**src/rtl/serial_subtractor_ctrl_pkg.sv**
```systemverilog
// Shared definitions for the bit-serial subtractor: FSM encoding and default width.
package serial_subtractor_ctrl_pkg;

  typedef enum logic [1:0] {
    ST_IDLE = 2'd0,
    ST_RUN  = 2'd1,
    ST_DONE = 2'd2
  } state_t;

  localparam int DEFAULT_WIDTH = 8;

endpackage : serial_subtractor_ctrl_pkg

```
**src/rtl/serial_subtractor_ctrl_fs_cell.sv**
```systemverilog
// One-bit combinational full subtractor: d = a - b - bin, with borrow out.
module serial_subtractor_ctrl_fs_cell (
  input  logic a,
  input  logic b,
  input  logic bin,
  output logic d,
  output logic bout
);

  assign d    = a ^ b ^ bin;
  assign bout = (~a & b) | (~a & bin) | (b & bin);

endmodule : serial_subtractor_ctrl_fs_cell

```
**src/rtl/serial_subtractor_ctrl.sv**
```systemverilog
// Bit-serial unsigned subtractor: one full-subtractor cell, LSB first,
// registered borrow chain, valid/ready handshake on operands and result.
module serial_subtractor_ctrl
  import serial_subtractor_ctrl_pkg::*;
#(
  parameter int WIDTH = DEFAULT_WIDTH
) (
  input  logic             clk,
  input  logic             rst_n,
  input  logic             in_valid,
  output logic             in_ready,
  input  logic [WIDTH-1:0] a,
  input  logic [WIDTH-1:0] b,
  output logic             out_valid,
  input  logic             out_ready,
  output logic [WIDTH-1:0] diff,
  output logic             bout,
  output logic             busy
);

  // A one-bit counter is still needed when WIDTH is 1 ($clog2(1) is 0).
  localparam int CNT_W = (WIDTH > 1) ? $clog2(WIDTH) : 1;
  localparam logic [CNT_W-1:0] LAST_CNT = CNT_W'(WIDTH - 1);

  state_t           state_q, state_d;
  logic [WIDTH-1:0] a_sh_q, a_sh_d;
  logic [WIDTH-1:0] b_sh_q, b_sh_d;
  logic [WIDTH-1:0] diff_q, diff_d;
  logic [CNT_W-1:0] cnt_q, cnt_d;
  logic             borrow_q, borrow_d;
  logic             bout_q, bout_d;

  logic             d_bit_s;
  logic             b_next_s;

  serial_subtractor_ctrl_fs_cell u_fs_cell (
    .a    (a_sh_q[0]),
    .b    (b_sh_q[0]),
    .bin  (borrow_q),
    .d    (d_bit_s),
    .bout (b_next_s)
  );

  // Next-state and datapath update: load in IDLE, shift in RUN, hold in DONE.
  always_comb begin
    state_d  = state_q;
    a_sh_d   = a_sh_q;
    b_sh_d   = b_sh_q;
    diff_d   = diff_q;
    cnt_d    = cnt_q;
    borrow_d = borrow_q;
    bout_d   = bout_q;

    case (state_q)
      ST_IDLE: begin
        if (in_valid) begin
          a_sh_d   = a;
          b_sh_d   = b;
          borrow_d = 1'b0;
          cnt_d    = '0;
          state_d  = ST_RUN;
        end else begin
          state_d  = ST_IDLE;
        end
      end
      ST_RUN: begin
        // Result bits enter at the MSB so after WIDTH shifts bit 0 is the LSB.
        diff_d              = diff_q >> 1;
        diff_d[WIDTH-1]     = d_bit_s;
        a_sh_d              = a_sh_q >> 1;
        b_sh_d              = b_sh_q >> 1;
        borrow_d            = b_next_s;
        cnt_d               = cnt_q + CNT_W'(1);
        if (cnt_q == LAST_CNT) begin
          bout_d  = b_next_s;
          state_d = ST_DONE;
        end else begin
          state_d = ST_RUN;
        end
      end
      ST_DONE: begin
        if (out_ready) begin
          state_d = ST_IDLE;
        end else begin
          state_d = ST_DONE;
        end
      end
      default: begin
        state_d = ST_IDLE;
      end
    endcase
  end

  // State and datapath registers with synchronous active-low reset.
  always_ff @(posedge clk) begin
    if (!rst_n) begin
      state_q  <= ST_IDLE;
      a_sh_q   <= '0;
      b_sh_q   <= '0;
      diff_q   <= '0;
      cnt_q    <= '0;
      borrow_q <= 1'b0;
      bout_q   <= 1'b0;
    end else begin
      state_q  <= state_d;
      a_sh_q   <= a_sh_d;
      b_sh_q   <= b_sh_d;
      diff_q   <= diff_d;
      cnt_q    <= cnt_d;
      borrow_q <= borrow_d;
      bout_q   <= bout_d;
    end
  end

  assign in_ready  = (state_q == ST_IDLE);
  assign busy      = (state_q != ST_IDLE);
  assign out_valid = (state_q == ST_DONE);
  assign diff      = diff_q;
  assign bout      = bout_q;

endmodule : serial_subtractor_ctrl

```
**config.mk**
```make
export PLATFORM = sky130hd
export DESIGN_NAME = serial_subtractor_ctrl
export DESIGN_NICKNAME = d
export VERILOG_FILES = /design/src/rtl/serial_subtractor_ctrl_pkg.sv /design/src/rtl/serial_subtractor_ctrl_fs_cell.sv /design/src/rtl/serial_subtractor_ctrl.sv
export SDC_FILE = /design/constraint.sdc
export NUM_CORES = 1
export LEC_CHECK = 0
export CAP_MARGIN = 20
export CELL_PAD_IN_SITES_DETAIL_PLACEMENT = 1
export CELL_PAD_IN_SITES_GLOBAL_PLACEMENT = 2
export CORE_ASPECT_RATIO = 0.8
export CORE_MARGIN = 4
export CORE_UTILIZATION = 25
export CTS_BUF_LIST = sky130_fd_sc_hd__clkbuf_4
export CTS_CLUSTER_DIAMETER = 80
export DETAILED_ROUTE_END_ITERATION = 12
export GPL_ROUTABILITY_DRIVEN = 0
export GPL_TIMING_DRIVEN = 1
export PLACE_DENSITY = 0.69
export SYNTH_ARGS = -nofsm -noshare
export SYNTH_HDL_FRONTEND = slang
export SYNTH_SLANG_ARGS = --single-unit
```
**constraint.sdc**
```tcl
create_clock -name clk -period 1.4 [get_ports clk]
set_input_delay 0.35 -clock clk [delete_from_list [all_inputs] [get_ports clk]]
set_output_delay 0.35 -clock clk [all_outputs]
set_load 0.005 [all_outputs]
```
==> metrics.md, run 1 <==
| Metric | Value |
|---|---|
| Status | complete, no violations |
| Vert. Die Dim | about 74 µm |
| Psw | 0.000455 W |
| Start-to-end type of the worst setup path | flop to primary output |
| Mapped Cells | 146 |
| Placed cell areas | 1790 µm² |
| Yosys warnings | 0 |
| Main synth FF type | dfxtp_1 |
| Period utilisation layout | 97.7% |
| Sink Count | 31 |
| Fin. max-slew vios | 0 |
| Total GRT Usage | 10.9% |
| Post-route minimum period | 1.37 ns |
| Gr ovfl total | 0 |
| Post-route cell area | between 1500 and 2000 µm² |
| Chip Width | 90.3 µm |
| PortBufs | 31 |
| Commonest non-fill, non-tap cell in the layout | nand2_1 |
| Fill cell total of the finished layout | 605 |
| H-tree levels | 2 |
| Final WL | 3510 µm |
| Die area | around 6700 µm² |
| Worst Max-Slew Pin Slew | between 0.3 and 0.4 ns |
| CTS buffer count | 5 |
| Post-Syn Area | about 1400 µm² |
| Clock group share of total power | around 29% |
| Leak pwr | 0.783 nW |
| CP endpoint kind | primary output |
| Worst setup endpoint | out_valid |
| Rel. slew slack | 78.2% |
| Final hold slack | about 0.47 ns |
| Final Hold Viols | 0 |
| Net Sw Frac | 26.0% |
| Routing usage on met3 | 3.28% |
| Reg2reg setup slack | ~0.050 ns |
| Wirelength per Cell | 13.8 µm |
| EDFF count, synth | 0 |
| Worst R2R Path Depth | 4 |
| Fin nets | 215 |
| Reg clk slew, reported paths | 0.09 ns |
| Met2 usage in global routing | 17.8% |
| Synth-to-layout area growth | 42.0% |
| Vias in the first global route | 1265 |
| First-pass GRT wire length | approximately 5800 µm |
| Initial antenna violation count | 0 |
| TritonRoute pass-1 iters | 4 |
| Area of the multi-input gates | 688 µm² |
| GR peak layer | met2 |
| Crit-path max FO | 3 |
| Crit Reg-Reg Startpoint | state_q[1] |
| Mean number of vias per cell | 4.69 |
| Reg area | roughly 640 µm² |
| Synth cell types | 25 |
| Crit-path cells | buf_6, nor2b_4, buf_2 |
| Initial core utilization | 26.4% |
| Register area share after synthesis | 45.8% |
| Synthesized Nets | 169 |
| Syn Area/Cell | 9.27 µm² |
| Fraction of layout cells with a size suffix above 1 | 22.8% |
| Slowest-stage cell, CP | dfxtp_4 |
| Flops & latches, synth | 31 |
| Flop pwr share | 54.4% |
| WP depth | 3 |
| Comb pwr share | about 17% |
| Worst path required time | 1.05 ns |
| Largest net degree at the start of global routing | 29 |
| Max-cap viol count | 0 |
| GR Util met1 | 13.1% |
| VDD IR max | 0.244 mV |
| Worst Clk Skew | between 0.008 and 0.009 ns |
| Commonest non-fill, non-tap cells in the layout | 26 x nand2_1, 21 x dfxtp_1, 19 x clkdlybuf4s50_1 |
| Routed Antenna Nets | 0 |
| CP top delay family | flip-flops |
| Antenna fix cells | 0 |
| Bufs on Longest Clock Path | 2 |
| Power per standard cell area | 912 nW/µm² |
| CP Launch Point | state_q[0] |
| Slowest cell delay on critical path | 0.36 ns |
| Worst r2r dst | a_sh_q[0] |
| Crit path buffers/inverters | 2 |
| Final setup fails | 0 |
| Clk_lat worst skew | 0.33 ns |
| Critical path data arrival time | 1.02 ns |
| I/O Pins | 32 |
| Root Driver | clkbuf_4 |
| Critical path startpoint category | flop |
| # DRC | 0 |
| CTS tree | yes |
| Hold Path Class | flop to flop |
| Core ar. | 5120 µm² |
| Via total after detailed routing | 1195 |
| RSZ-0062 raised after global routing | true |
| # rows | 23 |
| DR iter-0 viols | 34 |
| F_max | between 700 and 800 MHz |
| Post-DP HPWL | 2510 µm |
| Internal power | 0.00130 W |
| Async set-reset flop share out of synthesis | 0% |
-- metrics by stage --
| step | setup WS (ns) | cells | power [W] | util [%] | TNS [ns] |
|---|---|---|---|---|---|
| floorplan | 0.220 | 146 | 0.00111 | - | 0 |
| global placement | -0.229 | 241 | 0.00123 | 35.0 | -3.97 |
| detailed placement | -0.256 | 241 | 0.00124 | 35.0 | -4.69 |
| CTS | 0.00351 | 252 | 0.00177 | 36.7 | 0 |
| global route | -0.0253 | 255 | 0.00185 | 37.5 | -0.0253 |
| finish | 0.0324 | 255 | 0.00175 | 37.5 | 0 |
-- synthesized netlist by cell type (2+ instances only) --
cell	count	area (µm²)
dfxtp_1	31	621
nand2_1	26	97.6
mux2i_1	16	160
o211ai_1	14	105
o21ai_1	10	50.1
a21boi_0	8	60.1
o21ai_0	7	35.0
clkbuf_1	5	18.8
buf_4	4	30.0
inv_1	3	11.3
nor2_1	3	11.3
o22ai_1	3	18.8
ha_1	2	25.0
nand2b_1	2	12.5
nand3_1	2	10.0
-- power groups by stage --
stage               Clock (W)  Sequential [W]  Combinational (W)
finish               0.000505        0.000954           0.000293
global route         0.000564        0.000962           0.000326
CTS                  0.000536        0.000955           0.000279
detailed placement          0        0.000976           0.000269
global placement            0        0.000972           0.000262
floorplan                   0        0.000966           0.000144
-- final cells by class --
| class | instances | area share (%) |
|---|---|---|
| Multi-Input combinational cell | 101 | 35.8 |
| Sequential cell | 31 | 33.1 |
| Timing Repair Buffer | 50 | 23.8 |
| Tap cell | 62 | 4.04 |
| Clock buffer | 6 | 2.34 |
| Inverter | 3 | 0.586 |
| Clock inverter | 2 | 0.391 |
-- worst reg2reg max path: stages, from the launching register on --
cell and delay (ns):
dfxtp_2 0.35, buf_4 0.14, buf_4 0.19, or3b_4 0.45, o21ai_0 0.16
-- worst min-delay path by stage --
stage / startpoint / cells past startpoint / to
floorplan: cnt_q[0] / 1 / cnt_q[0]
global placement: cnt_q[0] / 1 / cnt_q[0]
detailed placement: cnt_q[0] / 1 / cnt_q[0]
CTS: bout / 2 / bout
global route: diff[5] / 2 / diff[5]
finish: diff[6] / 2 / diff[6]
-- per-layer routing --
layer	share of wire (%)	vias to the layer above
met5	0	-
met4	2.0	0
met3	3.7	7
met2	46	18
met1	48	566
li1	-	604
-- what timing repair did --
action | 4_1_cts | 5_1_grt
gates cloned | 0 | 1
hold buffers | 0 | 0
endpoints found under the setup margin | 12 | 24
setup buffers | 3 | 2
pin swaps | 2 | 1
gates resized for setup | 42 | 6
-- logic make-up after synthesis --
family / after synthesis / share of synthesized area, %
compound gates: 44 / 21.0
fa+ha+maj: 3 / 3.33
buf+inv: 15 / 5.91
flops: 31 / 45.8
mux: 16 / 11.8
simple gates: 37 / 12.1
-- flip-flops by register name, summed over array words and instances (netlist names) --
| register | count |
|---|---|
| borrow_q | 1 |
| bout | 1 |
| diff | 8 |
| a_sh_q | 8 |
| b_sh_q | 8 |
| state_q | 2 |
| cnt_q | 3 |
Power figures use the tool's default switching activity.
==> run 2: changes to the inputs <==
--- a/constraint.sdc
+++ b/constraint.sdc
@@ -3,2 +3,2 @@
 set_output_delay 0.35 -clock clk [all_outputs]
-set_load 0.005 [all_outputs]
+set_load 0.1 [all_outputs]
==> metrics.md, run 2 (synthesis gave the netlist of run 1 again) <==
| Metric | Value |
|---|---|
| F_max | 706 MHz (-3.5%) |
| Die area | 6660 µm² (unchanged) |
| I/O Pins | 32 (unchanged) |
| Root Driver | clkbuf_4 |
| Reg clk slew, reported paths | 0.09 ns (about the same) |
| Via total after detailed routing | 1202 (+0.59%) |
| CP endpoint kind | primary output |
| Fin. max-slew vios | 0 (unchanged) |
| Post-route minimum period | 1.42 ns (+0.0490 ns) |
| Critical path startpoint category | flop |
| Final hold slack | 0.473 ns (+0.00281 ns) |
| Post-route cell area | 1950 µm² (+1.4%) |
| # DRC | 0 (unchanged) |
| Power per standard cell area | 909 nW/µm² (-0.26%) |
| Bufs on Longest Clock Path | 2 (unchanged) |
| Post-DP HPWL | 2690 µm (+7.3%) |
| Sink Count | 31 (unchanged) |
| # hold bufs at CTS | 0 (unchanged) |
| First-pass GRT wire length | 6180 µm (+7.4%) |
| Final Hold Viols | 0 (unchanged) |
| Fin worst setup slack | -0.0166 ns (-0.0490 ns) |
| Largest net degree at the start of global routing | 37 (+28%) |
| Antenna fix cells | 0 (unchanged) |
| Reg area | 628 µm² (-1.2%) |
| Final WL | 3720 µm (+5.9%) |
| Tot Pwr | 0.00177 W (+1.1%) |
| Hold Path Class | flop to flop |
| Failing checks | setup timing |
| Initial core utilization | 26.4% (unchanged) |
| PortBufs | 31 (unchanged) |
| Worst path required time | 1.05 ns (about the same) |
| Gr ovfl total | 0 (unchanged) |
| Fill cell total of the finished layout | 601 (-0.66%) |
| Leak pwr | 0.736 nW (-6.0%) |
| VDD IR max | 0.317 mV (+30%) |
| Fraction of layout cells with a size suffix above 1 | 19.8% (-3.0 points) |
| Synth-to-layout area growth | 43.9% |
| Core ar. | 5120 µm² (unchanged) |
| Crit-path max FO | 4 (+1) |
| # rows | 23 (unchanged) |
| Placed cell areas | 1870 µm² (+4.3%) |
| Worst Clk Skew | 0.0107 ns (+0.00235 ns) |
| RSZ-0062 raised after global routing | true |
| Max-cap viol count | 0 (unchanged) |
| Status | complete, but fails checks |
| Total GRT Usage | 11.7% (+0.84 points) |
| Chip Width | 90.3 µm (unchanged) |
| Routed Antenna Nets | 0 (unchanged) |
| Vias in the first global route | 1286 (+1.7%) |
| CTS buffer count | 5 (unchanged) |
| Critical path data arrival time | 1.07 ns (+0.05 ns) |
| Worst Max-Slew Pin Slew | 0.362 ns (+0.0349 ns) |
| Area of the multi-input gates | 669 µm² (-2.7%) |
| Fin nets | 206 (-4.2%) |
| CTS tree | yes |
| Commonest non-fill, non-tap cells in the layout | 29 x dfxtp_1, 26 x nand2_1, 19 x clkdlybuf4s50_1 |
| Start-to-end type of the worst setup path | flop to primary output |
| Final setup fails | 2 (+2) |
| Vert. Die Dim | 73.8 µm (unchanged) |
| TritonRoute pass-1 iters | 4 (unchanged) |
| Wirelength per Cell | 15.3 µm (+11%) |
| Period utilisation layout | 101% (+3.5 points) |
| Commonest non-fill, non-tap cell in the layout | dfxtp_1 |
| Initial antenna violation count | 0 (unchanged) |
| Mean number of vias per cell | 4.93 (+5.1%) |
| Clk_lat worst skew | 0.32 ns (about the same) |
| DR iter-0 viols | 50 (+47%) |
| H-tree levels | 2 (unchanged) |
| Rel. slew slack | 75.9% (-2.3 points) |
==> run 2: changes by cell type in the layout (fill, tap and decap cells not counted), sizes merged <==
cell         delta
dlygate4sd2     -9
clkinv          -2
buf             +1
or3b            -1
==> run 2: worst paths after layout <==
| kind | from | to | slack, ns | cells after the start |
|---|---|---|---|---|
| max reg2reg | state_q[0] | a_sh_q[0] | 0.04 | 4 |
| min | cnt_q[0] | cnt_q[0] | 0.47 | 1 |
| max | state_q[0] | busy | -0.02 | 3 |
| min reg2reg | cnt_q[0] | cnt_q[0] | 0.47 | 1 |
==> run 2: power breakdown <==
part / total [W] / switching (W) / internal, W / leakage (nW)
Sequential: 0.000956 / 0.0000322 / 0.000924 / 0.255
Clock: 0.000476 / 0.000279 / 0.000198 / 0.0276
Combinational: 0.000339 / 0.000182 / 0.000157 / 0.454
==> run 2: worst max-delay path, cell delays in order (launching register included) <==
cell and delay [ns]:
dfxtp_4 0.38, nor2_4 0.14, inv_2 0.06, buf_12 0.16
==> run 2: layer usage <==
layer  vias up  wire, µm  track usage (%)
met5         -         0                0
li1        585         -                -
met1       582      1720             14.2
met3         8       161             3.89
met2        27      1780             19.8
met4         0        63             4.07
==> run 2: timing repair <==
item	4_1_cts	5_1_grt
pin swaps	1	1
setup buffers	3	0
setup endpoints to repair	6	12
resized for setup	5	3
==> run 2: per-stage QoR <==
step	util, %	setup slack, ns	setup TNS (ns)	instances
floorplan	-	-0.507	-0.507	146
global placement	36.5	-0.208	-4.67	235
detailed placement	36.5	-0.299	-5.66	235
CTS	37.9	-0.0613	-0.118	244
global route	38.0	-0.0821	-0.307	244
finish	38.0	-0.0166	-0.0186	244
==> run 2: cell type report <==
class                           instances  area share [%]
Timing Repair Buffer                   42            26.5
Clock buffer                            6            2.31
Tap cell                               62            3.98
Inverter                                3           0.578
Multi-Input combinational cell        100            34.4
Sequential cell                        31            32.2
